--- config.mk ---
export PLATFORM = sky130hd
export DESIGN_NAME = sdp_req_sequencer
export DESIGN_NICKNAME = d
export VERILOG_FILES = /design/src/rtl/sdp_req_sequencer.sv
export SDC_FILE = /design/constraint.sdc
export NUM_CORES = 1
export LEC_CHECK = 0
export CAP_MARGIN = 25
export CORE_MARGIN = 4
export CORE_UTILIZATION = 49
export CTS_CLUSTER_SIZE = 40
export DETAILED_ROUTE_END_ITERATION = 7
export GPL_TIMING_DRIVEN = 0
export MAX_ROUTING_LAYER = met4
export PLACE_DENSITY = 0.79
export SLEW_MARGIN = 20
export SYNTH_ARGS = -nofsm -noshare
export SYNTH_HDL_FRONTEND = slang
export SYNTH_SLANG_ARGS = --single-unit
--- constraint.sdc ---
create_clock -name clk -period 2.8 [get_ports clk]
set_input_delay 0.28 -clock clk [delete_from_list [all_inputs] [get_ports clk]]
set_output_delay 0.28 -clock clk [all_outputs]
set_load 0.05 [all_outputs]
--- src/rtl/sdp_req_sequencer.sv ---
// sdp_req_sequencer: request front end for one simple-dual-port block-RAM
// channel. Registers the memory write and read ports and tracks the one-cycle
// registered read latency. Read data returns through a credit-limited
// response FIFO. A read that collides with a same-cycle write to the same
// address is held for one cycle, so it observes the newly written data.
module sdp_req_sequencer #(
   parameter int WABITS     = 10,
   parameter int WDBITS     = 36,
   parameter int BYTEWIDTH  = 9,
   parameter int NBYTES     = WDBITS / BYTEWIDTH,
   parameter int RESP_DEPTH = 4
) (
   input  logic              clk,
   input  logic              rst,
   // write request
   input  logic              wreq_valid,
   output logic              wreq_ready,
   input  logic [WABITS-1:0] wreq_addr,
   input  logic [WDBITS-1:0] wreq_data,
   input  logic [NBYTES-1:0] wreq_be,
   // read request
   input  logic              rreq_valid,
   output logic              rreq_ready,
   input  logic [WABITS-1:0] rreq_addr,
   // read response
   output logic              rresp_valid,
   input  logic              rresp_ready,
   output logic [WDBITS-1:0] rresp_data,
   // memory write port
   output logic [WABITS-1:0] wa,
   output logic [WDBITS-1:0] wd,
   output logic              we,
   output logic [NBYTES-1:0] be,
   // memory read port
   output logic [WABITS-1:0] ra,
   output logic              re,
   input  logic [WDBITS-1:0] rd
);

   localparam int CW = $clog2(RESP_DEPTH + 1);
   localparam int PW = $clog2(RESP_DEPTH);
   localparam logic [CW-1:0] DEPTH_C = CW'(RESP_DEPTH);
   localparam logic [PW-1:0] LAST_C  = PW'(RESP_DEPTH - 1);

   // memory port registers
   logic [WABITS-1:0] wa_q, ra_q;
   logic [WDBITS-1:0] wd_q;
   logic [NBYTES-1:0] be_q;
   logic              we_q, re_q;
   // data-stage valid: rd carries the result of the read issued last cycle
   logic              cap_q;
   // read credits in use and response FIFO state
   logic [CW-1:0]     outst_q, outst_d;
   logic [CW-1:0]     fcnt_q, fcnt_d;
   logic [PW-1:0]     wr_ptr_q, wr_ptr_d, rd_ptr_q, rd_ptr_d;
   logic [WDBITS-1:0] fifo_q [RESP_DEPTH];

   logic hazard, wr_issue, rd_acc, push, pop;

   // A same-address write wins the cycle; the read retries next cycle.
   assign hazard     = wreq_valid && (wreq_be != '0) && rreq_valid && (wreq_addr == rreq_addr);
   assign wreq_ready = !rst;
   assign rreq_ready = !rst && (outst_q < DEPTH_C) && !hazard;
   assign wr_issue   = wreq_valid && wreq_ready && (wreq_be != '0);
   assign rd_acc     = rreq_valid && rreq_ready;
   assign push       = cap_q;
   assign rresp_valid = (fcnt_q != '0);
   assign pop        = rresp_valid && rresp_ready;
   assign rresp_data = rresp_valid ? fifo_q[rd_ptr_q] : '0;

   assign wa = wa_q;
   assign wd = wd_q;
   assign we = we_q;
   assign be = be_q;
   assign ra = ra_q;
   assign re = re_q;

   // Next-state for credit counter, FIFO occupancy and FIFO pointers.
   always_comb begin
      // NOTE: every variable gets a default first so no path can infer a latch.
      outst_d  = outst_q;
      fcnt_d   = fcnt_q;
      wr_ptr_d = wr_ptr_q;
      rd_ptr_d = rd_ptr_q;
      case ({rd_acc, pop})
         2'b10:   outst_d = outst_q + CW'(1);
         2'b01:   outst_d = outst_q - CW'(1);
         default: outst_d = outst_q;
      endcase
      case ({push, pop})
         2'b10:   fcnt_d = fcnt_q + CW'(1);
         2'b01:   fcnt_d = fcnt_q - CW'(1);
         default: fcnt_d = fcnt_q;
      endcase
      if (push) wr_ptr_d = (wr_ptr_q == LAST_C) ? '0 : wr_ptr_q + PW'(1);
      if (pop)  rd_ptr_d = (rd_ptr_q == LAST_C) ? '0 : rd_ptr_q + PW'(1);
   end

   // Memory port registers, read-latency tracking and FIFO control state.
   always_ff @(posedge clk) begin
      // NOTE: sequential state uses non-blocking assignments so every register
      // samples the pre-edge values regardless of statement order.
      if (rst) begin
         wa_q     <= '0;
         wd_q     <= '0;
         be_q     <= '0;
         we_q     <= 1'b0;
         ra_q     <= '0;
         re_q     <= 1'b0;
         cap_q    <= 1'b0;
         outst_q  <= '0;
         fcnt_q   <= '0;
         wr_ptr_q <= '0;
         rd_ptr_q <= '0;
      end else begin
         we_q <= wr_issue;
         if (wr_issue) begin
            wa_q <= wreq_addr;
            wd_q <= wreq_data;
            be_q <= wreq_be;
         end
         re_q <= rd_acc;
         if (rd_acc) ra_q <= rreq_addr;
         cap_q    <= re_q;
         outst_q  <= outst_d;
         fcnt_q   <= fcnt_d;
         wr_ptr_q <= wr_ptr_d;
         rd_ptr_q <= rd_ptr_d;
      end
   end

   // Response FIFO storage; captures rd whenever the data stage is valid.
   always_ff @(posedge clk) begin
      // NOTE: storage is deliberately not reset; occupancy (fcnt_q) is reset and
      // rresp_data is forced to zero while the FIFO is empty.
      if (push) fifo_q[wr_ptr_q] <= rd;
   end

endmodule

==> results of run 1 <==
synth_stat cells, types with 7 or more instances:
library cell	instances
edfxtp_1	144
inv_1	11
xnor2_1	10
ha_1	7
nor2_1	13
clkbuf_1	25
and2_1	41
nand2_1	118
a21oi_1	54
mux4_2	36
mux2i_1	12
dfxtp_1	75
registers in the layout, summed over array words and instances, names as in the netlist, 3 cells and up, named ones only:
name / flops
fcnt_q: 3
ra: 10
fifo_q: 144
outst_q: 3
wd: 36
wa: 10
be: 4
stage by stage:
stage | setup TNS (ns) | setup WS, ns
4_1_cts | -0.847 | -0.0611
3_3_place_gp | -2.91 | -0.242
5_1_grt | 0 | 0.00501
2_1_floorplan | 0 | 0.142
6_report | 0 | 0.0937
3_5_place_dp | -4.45 | -0.252
how the worst max path moves through the flow:
stage | startpoint | end | depth (start not counted)
finish | flop | rresp_data[35] | 4
global placement | wreq_addr[2] | outst_q[2] | 12
detailed placement | wreq_addr[2] | outst_q[2] | 12
CTS | flop | rresp_data[25] | 5
floorplan | wreq_be[3] | outst_q[2] | 10
global route | fcnt_q[0] | rresp_data[13] | 5
kinds of logic (layout without fill, tap and decap cells):
logic type      after synthesis  count (layout)  share of synthesized area (%)
other cells                   0               1                              0
simple gates                184             184                           9.84
fa+ha+maj                     9               9                           1.53
mux                          48              48                           11.2
buf+inv                      43             287                           2.04
xor+xnor                     14              14                           1.47
flops                       219             219                           69.9
compound gates               60              60                           4.01
area by class of cell:
type | count | area [um^2] | share of cell area (%)
diodes | 1 | 2.50 | 0.0218
plain buffers | 31 | 151 | 1.32
clock buffers | 28 | 594 | 5.19
clock inverters | 13 | 170 | 1.49
inverters | 11 | 41.3 | 0.360
multi-input cells | 315 | 2350 | 20.5
flip-flops and latches | 219 | 5830 | 50.9
well taps | 220 | 275 | 2.40
repair buffers | 204 | 2040 | 17.8
report_power, final:
group	total [uW]	switching (uW)	internal, uW
logic	2820	1830	994
clock network	3050	1170	1880
registers	3640	67.9	3570
total	9510	3070	6440
layer usage:
layer	track usage [%]	vias to the layer above	routed length (um)
li1	-	2532	-
met1	24.9	2682	7610
met2	33.9	201	9620
met3	6.28	24	1740
met4	5.15	0	333
met5	-	-	0
timing repair:
item                       CTS  global route
hold buffers                 0             0
gates resized for setup     41             8
buffers inserted             0             0
setup endpoints to repair   37            35
pin swaps                    0             0
==> flow_metrics.env, run 1 <==
export IMPL_drv_slew=0
export IMPL_place_congestion=0.893
export IMPL_async_reset_ff_share_pct=0
export IMPL_syn_num_nets=687
export IMPL_fin_hold_ws_ns=0.236
export IMPL_hold_end="cap_q"
export IMPL_die_height_um=138
export IMPL_fin_util_pct=68.8
export IMPL_syn_inst=577
export IMPL_overflow=0
export IMPL_syn_cell_area_um2=8330
export IMPL_finalHoldViolCount=0
export IMPL_power_leakage_uw=0.00408
export IMPL_syn_avg_cell_area_um2=14.4
export IMPL_first_pass_iters=4
export IMPL_root_buffer="clkbuf_16"
export IMPL_final_cell_count_no_fill=1042
export IMPL_cp_arrival_ns=2.43
export IMPL_crit_buf_inv=2
export IMPL_io_pins=202
export IMPL_period_share_pct=96.7
export IMPL_rr_endpoint="fcnt_q[2]"
export IMPL_reg2reg_depth=10
export IMPL_timing_rr_start="fcnt_q[0]"
export IMPL_p_per_area_nw_per_um2=830
export IMPL_finClkSkew_ns=0.00841
export IMPL_cp_slowest_cell="clkdlybuf4s50_1"
export IMPL_ff2ff_setup_slack_ns=0.44
export IMPL_dpl_cell_area_um2=10700
export IMPL_area_growth_pct=37.5
export IMPL_period_needed_ns=2.71
export IMPL_crit_chain="clkbuf_4 > mux4_2 > and2_1 > clkdlybuf4s50_1"
export IMPL_cp_slowest_stage_delay_ns=0.70
export IMPL_worstSetupStartpointType="flop"
export IMPL_finalInstanceArea_um2=11500
export IMPL_grt_pass1_wl_mm=30.7
export IMPL_critical_path_top_delay_family="buffers and inverters"
export IMPL_max_cap_viol_count=0
export IMPL_required_ns=2.52
export IMPL_final_common_cell="clkdlybuf4s50_1"
export IMPL_min_path_type="primary input to flop"
export IMPL_routed_via_density=5.22
export IMPL_ys_warn_count=0
export IMPL_drc_errors=0
export IMPL_finalPower_uw=9510
export IMPL_num_nets_final=915
export IMPL_clock_latency_ns=0.48
export IMPL_final_cell_mix="clkdlybuf4s50_1 (166), edfxtp_1 (144), nand2_1 (118)"
export IMPL_slew_headroom_pct=59.9
export IMPL_status="completed"
export IMPL_core_um2=16600
export IMPL_whs_path_depth=2
export IMPL_drtIter0Drc=231
export IMPL_ys_types=28
export IMPL_io_buffer_count=200
export IMPL_setup_viol=0
export IMPL_die_area_um2=19200
export IMPL_start_util_pct=50.1
export IMPL_worstPathMaxFanout=9
export IMPL_grt_max_degree=27
export IMPL_synthFlopType="edfxtp_1"
export IMPL_dpl_hpwl_mm=13.5
export IMPL_grtUsageTotal_pct=20.5
export IMPL_dp_cells=1001
export IMPL_drt_antenna_violating_nets=0
export IMPL_num_rows=47
export IMPL_wl_per_cell_um=18.5
export IMPL_htree_levels=1
export IMPL_hp_start="rst"
export IMPL_antenna_found_initial=1
export IMPL_cts_made_buffers=23
export IMPL_endpoint_kind="output pin"
export IMPL_ir_drop_mv=0.622
export IMPL_cts_tree="done"
export IMPL_totalWireLength_mm=19.3
export IMPL_worstMarginPinSlew_ns=0.601
export IMPL_cts_sinks=219
export IMPL_rsz0062_at_grt="false"
export IMPL_synth_top_area_share_pct=51.9
export IMPL_cts_max_path_buffers=3
export IMPL_netlist_top_cell_by_area="edfxtp_1"
export IMPL_vias=5439
export IMPL_drive_above_1_share_pct=11.1
export IMPL_ys_ff_latch=219
export IMPL_synth_area_top_cells="edfxtp_1 (52%), dfxtp_1 (18%), mux4_2 (9.7%)"
export IMPL_fill_cells=1146
export IMPL_max_freq_ghz=0.370
export IMPL_die_x_um=138
export IMPL_ys_seq_area_share_pct=69.9
export IMPL_grt_pass1_vias=5893
export IMPL_critPathKind="flop to output pin"
export IMPL_clk_pin_slew_ns=0.06
export IMPL_synth_edf_count=144
Note: power is estimated with default switching activity, not from simulation.
==> run 2, diff against run 1 <==
--- a/config.mk
+++ b/config.mk
@@ -10,7 +10,6 @@
 export CORE_UTILIZATION = 49
 export CTS_CLUSTER_SIZE = 40
 export DETAILED_ROUTE_END_ITERATION = 7
-export GPL_TIMING_DRIVEN = 0
 export MAX_ROUTING_LAYER = met4
 export PLACE_DENSITY = 0.79
 export SLEW_MARGIN = 20
==> run 2 against run 1 <==
Net effect: clock power shrank 9.5%; maximum frequency grew 0.33%; sequential share of layout area grew 0.39 points; non-clock buffer count shrank 10; critical endpoint unchanged; largest power group unchanged; highest routed layer unchanged.
==> flow_metrics.env, run 2 (synthesis gave the netlist of run 1 again) <==
export IMPL_critPathKind="flop to output pin"
export IMPL_io_pins=202
export IMPL_num_nets_final=904
export IMPL_die_x_um=138
export IMPL_worstSetupStartpointType="flop"
export IMPL_start_util_pct=50.1
export IMPL_die_height_um=138
export IMPL_drt_antenna_violating_nets=0
export IMPL_drive_above_1_share_pct=15.1
export IMPL_max_cap_viol_count=0
export IMPL_largest_reg_flops=144
export IMPL_postCtsSetupBuffers=0
export IMPL_fill_cells=1108
export IMPL_worstMarginPinSlew_ns=0.983
export IMPL_grtUsageTotal_pct=20.4
export IMPL_rsz0062_at_grt="false"
export IMPL_num_rows=47
export IMPL_wl_per_cell_um=18.7
export IMPL_dpl_hpwl_mm=13.1
export IMPL_cts_hold_buf=0
export IMPL_core_um2=16600
export IMPL_period_share_pct=96.3
export IMPL_max_freq_ghz=0.371
export IMPL_clk_pin_slew_ns=0.06
export IMPL_cts_max_path_buffers=3
export IMPL_root_buffer="clkbuf_16"
export IMPL_largest_register="fifo_q"
export IMPL_fin_util_pct=68.3
export IMPL_endpoint_kind="output pin"
export IMPL_cp_arrival_ns=2.42
export IMPL_slew_headroom_pct=34.2
export IMPL_place_congestion=0.898
export IMPL_grt_max_degree=64
export IMPL_drtIter0Drc=229
export IMPL_period_needed_ns=2.70
export IMPL_finalSetupTns_ns=0
export IMPL_cts_sinks=219
export IMPL_final_cell_count_no_fill=1028
export IMPL_required_ns=2.52
export IMPL_dp_cells=990
export IMPL_final_cell_mix="clkdlybuf4s50_1 (165), edfxtp_1 (144), nand2_1 (118)"
export IMPL_totalWireLength_mm=19.2
export IMPL_vias=5379
export IMPL_cts_tree="done"
export IMPL_clock_latency_ns=0.49
export IMPL_diodes=0
export IMPL_die_area_um2=19200
export IMPL_grt_pass1_vias=5791
export IMPL_setup_viol=0
export IMPL_antenna_found_initial=0
export IMPL_min_path_type="primary input to flop"
export IMPL_htree_levels=1
export IMPL_finalHoldViolCount=0
export IMPL_area_growth_pct=36.5
export IMPL_grt_pass1_wl_mm=30.7
export IMPL_first_pass_iters=4
export IMPL_final_common_cell="clkdlybuf4s50_1"
export IMPL_power_leakage_uw=0.00407
export IMPL_routed_via_density=5.23
export IMPL_io_buffer_count=201
export IMPL_cts_made_buffers=22
export IMPL_drv_slew=0
export IMPL_drc_errors=0
export IMPL_status="completed"
export IMPL_worstPathMaxFanout=7
export IMPL_overflow=0
export IMPL_ir_drop_mv=0.512
export IMPL_finClkSkew_ns=0.00703
export IMPL_p_per_area_nw_per_um2=817
-- run 2: area by class of cell --
cell class / instances / area (um^2) / area share (%)
clock buffer: 29 / 609 / 5.36
clock inverter: 9 / 73.8 / 0.649
inverter: 11 / 41.3 / 0.363
multi-input combinational: 315 / 2350 / 20.7
sequential: 219 / 5830 / 51.3
tap: 220 / 275 / 2.42
timing repair buffer: 225 / 2190 / 19.3
-- run 2: path summary, 6_finish.rpt --
check	start	endpoint	slack, ns	cells past startpoint
hold reg to reg	wd[7]	wd[7]	0.45	2
setup / recovery	flop	rresp_data[35]	0.10	3
setup reg to reg	fcnt_q[0]	fcnt_q[2]	0.71	9
hold / removal	rst	re	0.30	4
-- run 2: layer usage --
metal	track usage, %	share of wire, %
met1	24.9	40
met2	33.5	49
met3	6.63	8.8
met4	5.04	2.2
met5	-	0
-- run 2: metrics by stage --
step	total power [uW]	setup slack, ns	hold slack, ns	cell area [um^2]
after floorplan	5650	0.142	0.379	8340
after global placement	6610	-0.0649	0.441	10700
after detailed placement	6670	-0.145	0.448	10700
after CTS	9360	0.0430	0.303	11300
after global routing	9710	0.0143	0.309	11400
final	9300	0.103	0.305	11400
-- run 2: repair_timing --
action,CTS,global route
cloned,0,1
endpoints found under the setup margin,20,9
pin swaps,0,0
resized for setup,13,2
-- run 2: report_power, final --
part / total (uW) / internal, uW / switching [uW]
logic: 2870 / 1060 / 1810
registers: 3670 / 3570 / 96.3
clock network: 2760 / 1620 / 1140
-- run 2: critical path, cell delays in order (launching register included) --
cell and delay [ns]:
dfxtp_2 0.52, mux4_2 0.54, and2_1 0.16, clkdlybuf4s50_1 0.70
